[src/rtl/dmem_store_buffer.sv]
// Store buffer between the MEM/WB store stream and the data-memory bus.
// Stores are queued in a small circular FIFO, drained one at a time through
// a req/ack bus handshake, and forwarded combinationally to matching loads.
module dmem_store_buffer #(
    parameter int DATA_WIDTH = 32,
    parameter int ADDR_WIDTH = 32,
    parameter int DEPTH      = 4
) (
    input  logic                  clk,
    input  logic                  rst_n,
    input  logic                  i_mem_write,
    input  logic [ADDR_WIDTH-1:0] i_addr,
    input  logic [DATA_WIDTH-1:0] i_write_data,
    input  logic [ADDR_WIDTH-1:0] i_load_addr,
    output logic                  o_load_hit,
    output logic [DATA_WIDTH-1:0] o_load_data,
    output logic                  o_full,
    output logic                  o_empty,
    output logic                  o_overflow,
    output logic                  o_bus_req,
    output logic [ADDR_WIDTH-1:0] o_bus_addr,
    output logic [DATA_WIDTH-1:0] o_bus_wdata,
    input  logic                  i_bus_ack
);

    localparam int PTR_W = $clog2(DEPTH);
    localparam int CNT_W = PTR_W + 1;

    typedef enum logic {
        S_IDLE = 1'b0,
        S_REQ  = 1'b1
    } state_t;

    state_t                r_state;
    state_t                w_state_next;

    logic [ADDR_WIDTH-1:0] r_addr [DEPTH];
    logic [DATA_WIDTH-1:0] r_data [DEPTH];
    logic [DEPTH-1:0]      r_valid;
    logic [PTR_W-1:0]      r_wr_ptr;
    logic [PTR_W-1:0]      r_rd_ptr;
    logic [CNT_W-1:0]      r_count;
    logic                  r_overflow;
    logic [ADDR_WIDTH-1:0] r_bus_addr;
    logic [DATA_WIDTH-1:0] r_bus_wdata;

    logic                  w_full;
    logic                  w_enq;
    logic                  w_pop;
    logic                  w_start;
    logic                  w_bus_req;
    logic                  w_load_hit;
    logic [DATA_WIDTH-1:0] w_load_data;

    // Full is judged on the pre-edge count, so an ack in the same cycle
    // frees a slot only for the following cycle's store.
    assign w_full  = (r_count == CNT_W'(DEPTH));
    assign w_enq   = i_mem_write && !w_full;
    assign w_pop   = (r_state == S_REQ) && i_bus_ack;
    assign w_start = (r_state == S_IDLE) && (r_count != '0);

    // Entry payload storage, written at the tail on every accepted store.
    // NOTE: payload RAM has no reset; occupancy is tracked by r_valid/r_count,
    // so stale contents are never observable and the array maps onto plain flops/RAM.
    always_ff @(posedge clk) begin
        if (w_enq) begin
            r_addr[r_wr_ptr] <= i_addr;
            r_data[r_wr_ptr] <= i_write_data;
        end
    end

    // FIFO bookkeeping: pointers, occupancy count, per-entry valid bits.
    // NOTE: all state updates use non-blocking assignments so every register
    // samples pre-edge values, independent of statement order.
    always_ff @(posedge clk or negedge rst_n) begin
        if (!rst_n) begin
            r_wr_ptr <= '0;
            r_rd_ptr <= '0;
            r_count  <= '0;
            r_valid  <= '0;
        end else begin
            if (w_enq) begin
                r_wr_ptr          <= r_wr_ptr + 1'b1;
                r_valid[r_wr_ptr] <= 1'b1;
            end
            if (w_pop) begin
                r_rd_ptr          <= r_rd_ptr + 1'b1;
                r_valid[r_rd_ptr] <= 1'b0;
            end
            case ({w_enq, w_pop})
                2'b10:   r_count <= r_count + 1'b1;
                2'b01:   r_count <= r_count - 1'b1;
                default: r_count <= r_count;
            endcase
        end
    end

    // Sticky overflow flag: any store presented while the buffer is full.
    always_ff @(posedge clk or negedge rst_n) begin
        if (!rst_n) begin
            r_overflow <= 1'b0;
        end else if (i_mem_write && w_full) begin
            r_overflow <= 1'b1;
        end
    end

    // Bus FSM state register.
    always_ff @(posedge clk or negedge rst_n) begin
        if (!rst_n) begin
            r_state <= S_IDLE;
        end else begin
            r_state <= w_state_next;
        end
    end

    // Bus FSM next-state and request output.
    // NOTE: every signal driven here gets a default first so no path leaves
    // it unassigned, which would otherwise infer a latch.
    always_comb begin
        w_state_next = r_state;
        w_bus_req    = 1'b0;
        case (r_state)
            S_IDLE: begin
                if (w_start) begin
                    w_state_next = S_REQ;
                end
            end
            S_REQ: begin
                w_bus_req = 1'b1;
                if (i_bus_ack) begin
                    w_state_next = S_IDLE;
                end
            end
            default: w_state_next = S_IDLE;
        endcase
    end

    // Bus address/data: capture the head entry when a request starts and
    // hold it through the request and the following idle period.
    always_ff @(posedge clk or negedge rst_n) begin
        if (!rst_n) begin
            r_bus_addr  <= '0;
            r_bus_wdata <= '0;
        end else if (w_start) begin
            r_bus_addr  <= r_addr[r_rd_ptr];
            r_bus_wdata <= r_data[r_rd_ptr];
        end
    end

    // Load forwarding: scan occupied entries oldest to youngest so the last
    // match (closest to the tail) wins; the head stays visible until popped.
    always_comb begin
        w_load_hit  = 1'b0;
        w_load_data = '0;
        for (int i = 0; i < DEPTH; i++) begin
            if (r_valid[r_rd_ptr + PTR_W'(i)] &&
                (r_addr[r_rd_ptr + PTR_W'(i)] == i_load_addr)) begin
                w_load_hit  = 1'b1;
                w_load_data = r_data[r_rd_ptr + PTR_W'(i)];
            end
        end
    end

    assign o_full      = w_full;
    assign o_empty     = (r_count == '0) && (r_state == S_IDLE);
    assign o_overflow  = r_overflow;
    assign o_bus_req   = w_bus_req;
    assign o_bus_addr  = r_bus_addr;
    assign o_bus_wdata = r_bus_wdata;
    assign o_load_hit  = w_load_hit;
    assign o_load_data = w_load_data;

endmodule

[config.mk]
export PLATFORM = sky130hd
export DESIGN_NAME = dmem_store_buffer
export DESIGN_NICKNAME = d
export VERILOG_FILES = /design/src/rtl/dmem_store_buffer.sv
export SDC_FILE = /design/constraint.sdc
export NUM_CORES = 1
export LEC_CHECK = 0
export BUFFER_PORTS_ARGS = -buffer_cell sky130_fd_sc_hd__buf_2
export CELL_PAD_IN_SITES_DETAIL_PLACEMENT = 1
export CELL_PAD_IN_SITES_GLOBAL_PLACEMENT = 1
export CORE_ASPECT_RATIO = 2
export CORE_MARGIN = 3
export CORE_UTILIZATION = 45
export DETAILED_ROUTE_END_ITERATION = 10
export GPL_TIMING_DRIVEN = 1
export HOLD_SLACK_MARGIN = 0.03
export PLACE_DENSITY_LB_ADDON = 0.1
export SETUP_SLACK_MARGIN = 0.4
export SLEW_MARGIN = 20
export SYNTH_ARGS = -nofsm -noshare
export SYNTH_HDL_FRONTEND = slang
export SYNTH_SLANG_ARGS = --single-unit
[constraint.sdc]
create_clock -name clk -period 7.87 [get_ports clk]
set_input_delay 0.3935 -clock clk [delete_from_list [all_inputs] [get_ports clk]]
set_output_delay 0.3935 -clock clk [all_outputs]
set_load 0.005 [all_outputs]
After elaboration in Yosys (flattened, before gate mapping)

Memories as Yosys holds them, arrays and structs flattened.
Index checks and enable logic that the tools add are counted.

Flip-flop bits (word level): 77
Bits in writable memories: 256
Bits of input ports: 100
Output and inout port bits: 101
Word-level logic and storage cells: 78
Memories: 2

Memories:

| name   | words | bits a word | read ports | clocked after Yosys merged registers in | wr ports | RTL line | text |
|---|---|---|---|---|---|---|---|
| r_addr | 4     | 32          | 4          | 0                                       | 1        | 37       | `logic [ADDR_WIDTH-1:0] r_addr [DEPTH];` |
| r_data | 4     | 32          | 4          | 0                                       | 1        | 38       | `logic [DATA_WIDTH-1:0] r_data [DEPTH];` |

$add $sub $neg: 6
$lt $le $gt $ge: 7
Equality and inequality tests: 7
Mux-type cells: 29
Bitwise gates (word level): 4
Reductions and logical operators: 15

Operators by type and width:

| kind                | count |
|---|---|
| $eq 32x32->1        | 4 |
| $mux 32             | 4 |
| $lt 2x3->1 const B  | 5 |
| $mux 1              | 15 |
| $logic_and 1x1->1   | 11 |
| $bmux 1 s2          | 4 |
| $mux 4              | 2 |
| $pmux 3 s2          | 1 |
| $add 2x1->2 const B | 2 |
| $add 2x2->2 const B | 2 |
| $and 4x4->4         | 1 |
| $demux 1 s2         | 2 |
| $ge 2x1->1 const B  | 2 |
| $not 4->4           | 1 |
| $or 4x4->4          | 1 |
| $add 3x1->3 const B | 1 |
| $eq 3x3->1 const B  | 1 |
| $logic_not 3->1     | 1 |
| $reduce_bool 3->1   | 1 |
| $sub 3x1->3 const B | 1 |
| $eq 2x1->1 const B  | 1 |
| $eq 2x2->1 const B  | 1 |
| $pmux 1 s2          | 1 |
| $reduce_bool 2->1   | 1 |
| other kinds (2)     | 2 |

Longest topological paths before layout

Depth after elaboration: 8
Gate-level depth with buffers: 20
Mapped depth without buffers: 10

Worst setup path before layout

OpenSTA, ideal clock, no wires.

Kind: reg-to-output
Start: register r_rd_ptr[0]
End: output port o_load_data[10]
Data arrival time: 4.420 ns
Setup slack: 3.056 ns
Cell stages (with the launch flop): 17
Cell sequence: dfrtp_1 buf_6 buf_6 clkinv_1 clkbuf_1 buf_1 buf_1 ha_1 buf_2 buf_2 buf_4 buf_2 buf_2 clkbuf_1 mux4_2 mux2i_1 a22oi_1

Cells in the longest elaborated chain, start to end: 7
Elaborated cells between the ends (all ways): 25

Ends and longest elaborated chain:

| element                                      | RTL line      | text |
|---|---|---|
| start, declared                              | 41            | `logic [PTR_W-1:0] r_rd_ptr;` |
| start signal, assigned                       | 87            | `r_rd_ptr <= r_rd_ptr + 1'b1;` |
| $add 2x1->2 (tied with other cells)          | 156, 157, 159 |  |
| $mem_v2 4x32 (tied with other cells)         | --            |  |
| $eq 32x32->1 (tied with other cells)         | 157           | `(r_addr[r_rd_ptr + PTR_W'(i)] == i_load_addr)) begin` |
| $logic_and 1x1->1 or $mux 32 (tied branches) | 156           | `if (r_valid[r_rd_ptr + PTR_W'(i)] &&` |
| $mux 32 (2 in a row)                         | 156           |  |
| $mux 32 *                                    | 156           |  |
| end, declared                                | 16            | `output logic [DATA_WIDTH-1:0] o_load_data,` |

Mark *: on every way between the ends. The rest lies on a longest branch, timed or not. The select of a mux whose other input is x is not followed.

Final worst setup path

Start: register r_rd_ptr[1]
End: output port o_load_data[25]

The elaborated chain is that of the path after synthesis.

==> results.cfg <==
[critical_path]
timing.rr.end = o_bus_wdata[23]
critical_path.startpoint = r_rd_ptr[1]
cp.required_ns = 7.48
worst_setup_path_end_kind = output port
arrival_ns = 6.50
crit_type = reg -> out
worstPathMaxFanout = 54
crit_path_start_kind = register
r2r_start = r_rd_ptr[0]
reg2reg_slack_ns = 4.54
r2r_cells = 4

[timing]
drv_slew = 0
clock_skew_ns = 0.0158
finalCritPeriodShare = 0.876
totalNegativeSetupSlack_ns = 0
setup-violations-final = 0
fin_crit_ns = 6.89
maxSlewHeadroom = 0.324
worst_slew_pin_slew_ns = 1.01
hold_violations = 0
max_freq_ghz = 0.145
rsz0062_at_grt = no

[place]
placed_cell_area_um2 = 21900
dp_hpwl_um = 46200
place_congestion = 0.919
port-buffer-count = 200

[clocking]
clk_path_buf_depth = 3
cts_sinks = 333
post-cts-setup-buffer-count = 0
numCtsBuffers = 34
cts_resized = 0
clk_pin_slew_worst_paths_ns = 0.06
htreeDepth = 2
clkLatencyLatePin_ns = 0.53
root_buffer = clkbuf_16
ctsHoldBuffers = 1
tritoncts = yes

[global_route]
grt_antenna_before_repair = 5
grt.overflow.total = 0
grt_pass1_wl_um = 93100
grt.total_usage = 0.261
grt_pass1_vias = 14352
grt_max_degree = 137

[job]
maxCapViolCount = 0

[drt]
vias_per_cell = 6.40
firstDrtPassIters = 5
drtAntennaViolNets = 0
wl_per_cell_um = 30.2
drt-initial-drc-count = 791
drc = 0
vias = 13407
wirelength_um = 63300

[die]
die_y_um = 308
core_um2 = 45000
start_util = 0.456
fp.dieArea_um2 = 48400
die_w_um = 157
rows = 110
io_pins = 201

[finish]
area_delta_synth_final_pct = 11.9
fillCellCount = 4400
nNetsFinal = 1615
drive_gt1_frac = 0.374
fin_area_um2 = 23000

[power]
vdd_drop_max_mv = 0.279
p_leak_nw = 8.31
powerDensity_nw_per_um2 = 412

[synthesis]
ys_seq_area_frac = 0.468
synth.most_common_cell = edfxtp_1
ys_ff_latch = 333
synth_ff_type = edfxtp_1
synthCells = 1366
synth_nets = 1476
syn_avg_cell_area_um2 = 15.0
syn_area_um2 = 20500
synth_top_cell_by_area = edfxtp_1
ys_async_sr_fraction = 0.231
ys_top_cells_by_area = edfxtp_1 37%, mux4_2 24%, dfrtp_1 9.4%
synth_edf_count = 256
yosys_warnings = 0
synth_commonest_cells = 256 x edfxtp_1, 222 x mux4_2, 104 x mux2i_1
synth.distinct_cells = 62
netlist.area_leader.share = 0.374

[run_status]
status = completed

[hold_path]
hold_depth = 1
min_to = r_addr[2][26]
worstHoldPathType = in -> reg
hold_start = i_addr[26]
routing by layer:
metal,GRT usage,routed length [µm],up-vias,share of wire
li1,-,-,5802,-
met1,0.271,21100,7057,0.33
met2,0.489,35200,400,0.56
met3,0.0316,2440,148,0.038
met4,0.158,4600,0,0.073
met5,0,0,-,0
layout make-up:
| class | instances | area, µm² | share of cell area |
|---|---|---|---|
| multi-input combinational | 888 | 10300 | 0.446 |
| sequential | 333 | 9620 | 0.419 |
| timing repair buffer | 224 | 1200 | 0.0522 |
| clock buffer | 44 | 920 | 0.0400 |
| tap | 560 | 701 | 0.0305 |
| clock inverter | 18 | 175 | 0.00763 |
| inverter | 24 | 90.1 | 0.00392 |
| antenna | 4 | 10.0 | 0.000436 |
sequential cells by signal (all words and copies together) (netlist names):
register,cells
r_rd_ptr,2
r_valid,4
o_bus_wdata,32
r_state,1
o_bus_addr,32
o_overflow,1
r_wr_ptr,2
r_data,128
r_addr,128
r_count,3
critical path, stage by stage, from the launching register on:
cell	delay (ns)
dfrtp_4	0.92
inv_1	0.30
ha_4	0.96
buf_4	0.61
mux4_2	0.59
xnor2_1	0.41
nand4_1	0.15
nor3_1	0.66
nand4_1	0.17
buf_4	0.36
mux2i_1	0.19
a22oi_1	0.33
buf_2	0.18
how the worst max path moves through the flow:
stage | endpoint | slack, ns
floorplan | o_load_data[10] | 3.06
global placement | o_load_data[25] | 1.59
detailed placement | o_load_data[25] | 1.55
CTS | o_load_data[25] | 0.96
global route | o_load_data[28] | 0.73
finish | o_load_data[25] | 0.98
per-stage QoR:
step	worst slack [ns]	util	total power, mW	cells	hold WS, ns
CTS	0.961	0.510	9.60	2091	0.0385
floorplan	3.06	-	6.52	1366	0.0979
detailed placement	1.55	0.486	7.96	2028	0.394
global route	0.730	0.510	10.0	2092	0.0514
finish	0.978	0.510	9.47	2095	0.0735
global placement	1.59	0.486	7.87	2028	0.388
cells in the final DEF (no fill, tap or decap), types with 8 or more instances in the layout:
master	count
mux2i_1	104
xnor2_1	73
o21ai_0	57
mux2_2	69
a2bb2oi_1	8
nor2b_1	8
buf_2	199
edfxtp_1	256
buf_4	23
ha_1	8
a21oi_1	9
nor3b_1	31
mux4_2	222
xor2_1	42
clkbuf_16	35
nor4_1	13
clkbuf_1	8
dfrtp_1	75
nand3_1	9
nor2_1	33
nand4_1	19
a22oi_1	32
nand2_1	32
o22ai_1	9
inv_1	23
nand2b_1	33
cell families after synthesis:
logic type,count (synthesis),share of synthesized area
mux,395,0.332
flops,333,0.468
simple gates,202,0.0550
compound gates,166,0.0556
buf+inv,145,0.0335
xor+xnor,115,0.0491
fa+ha+maj,10,0.00646
power by group:
group,switching [mW],internal (mW)
Clock,0.707,0.903
Sequential,0.430,2.41
Combinational,2.54,2.48
Total,3.67,5.80
(Power assumes the default switching activity.)
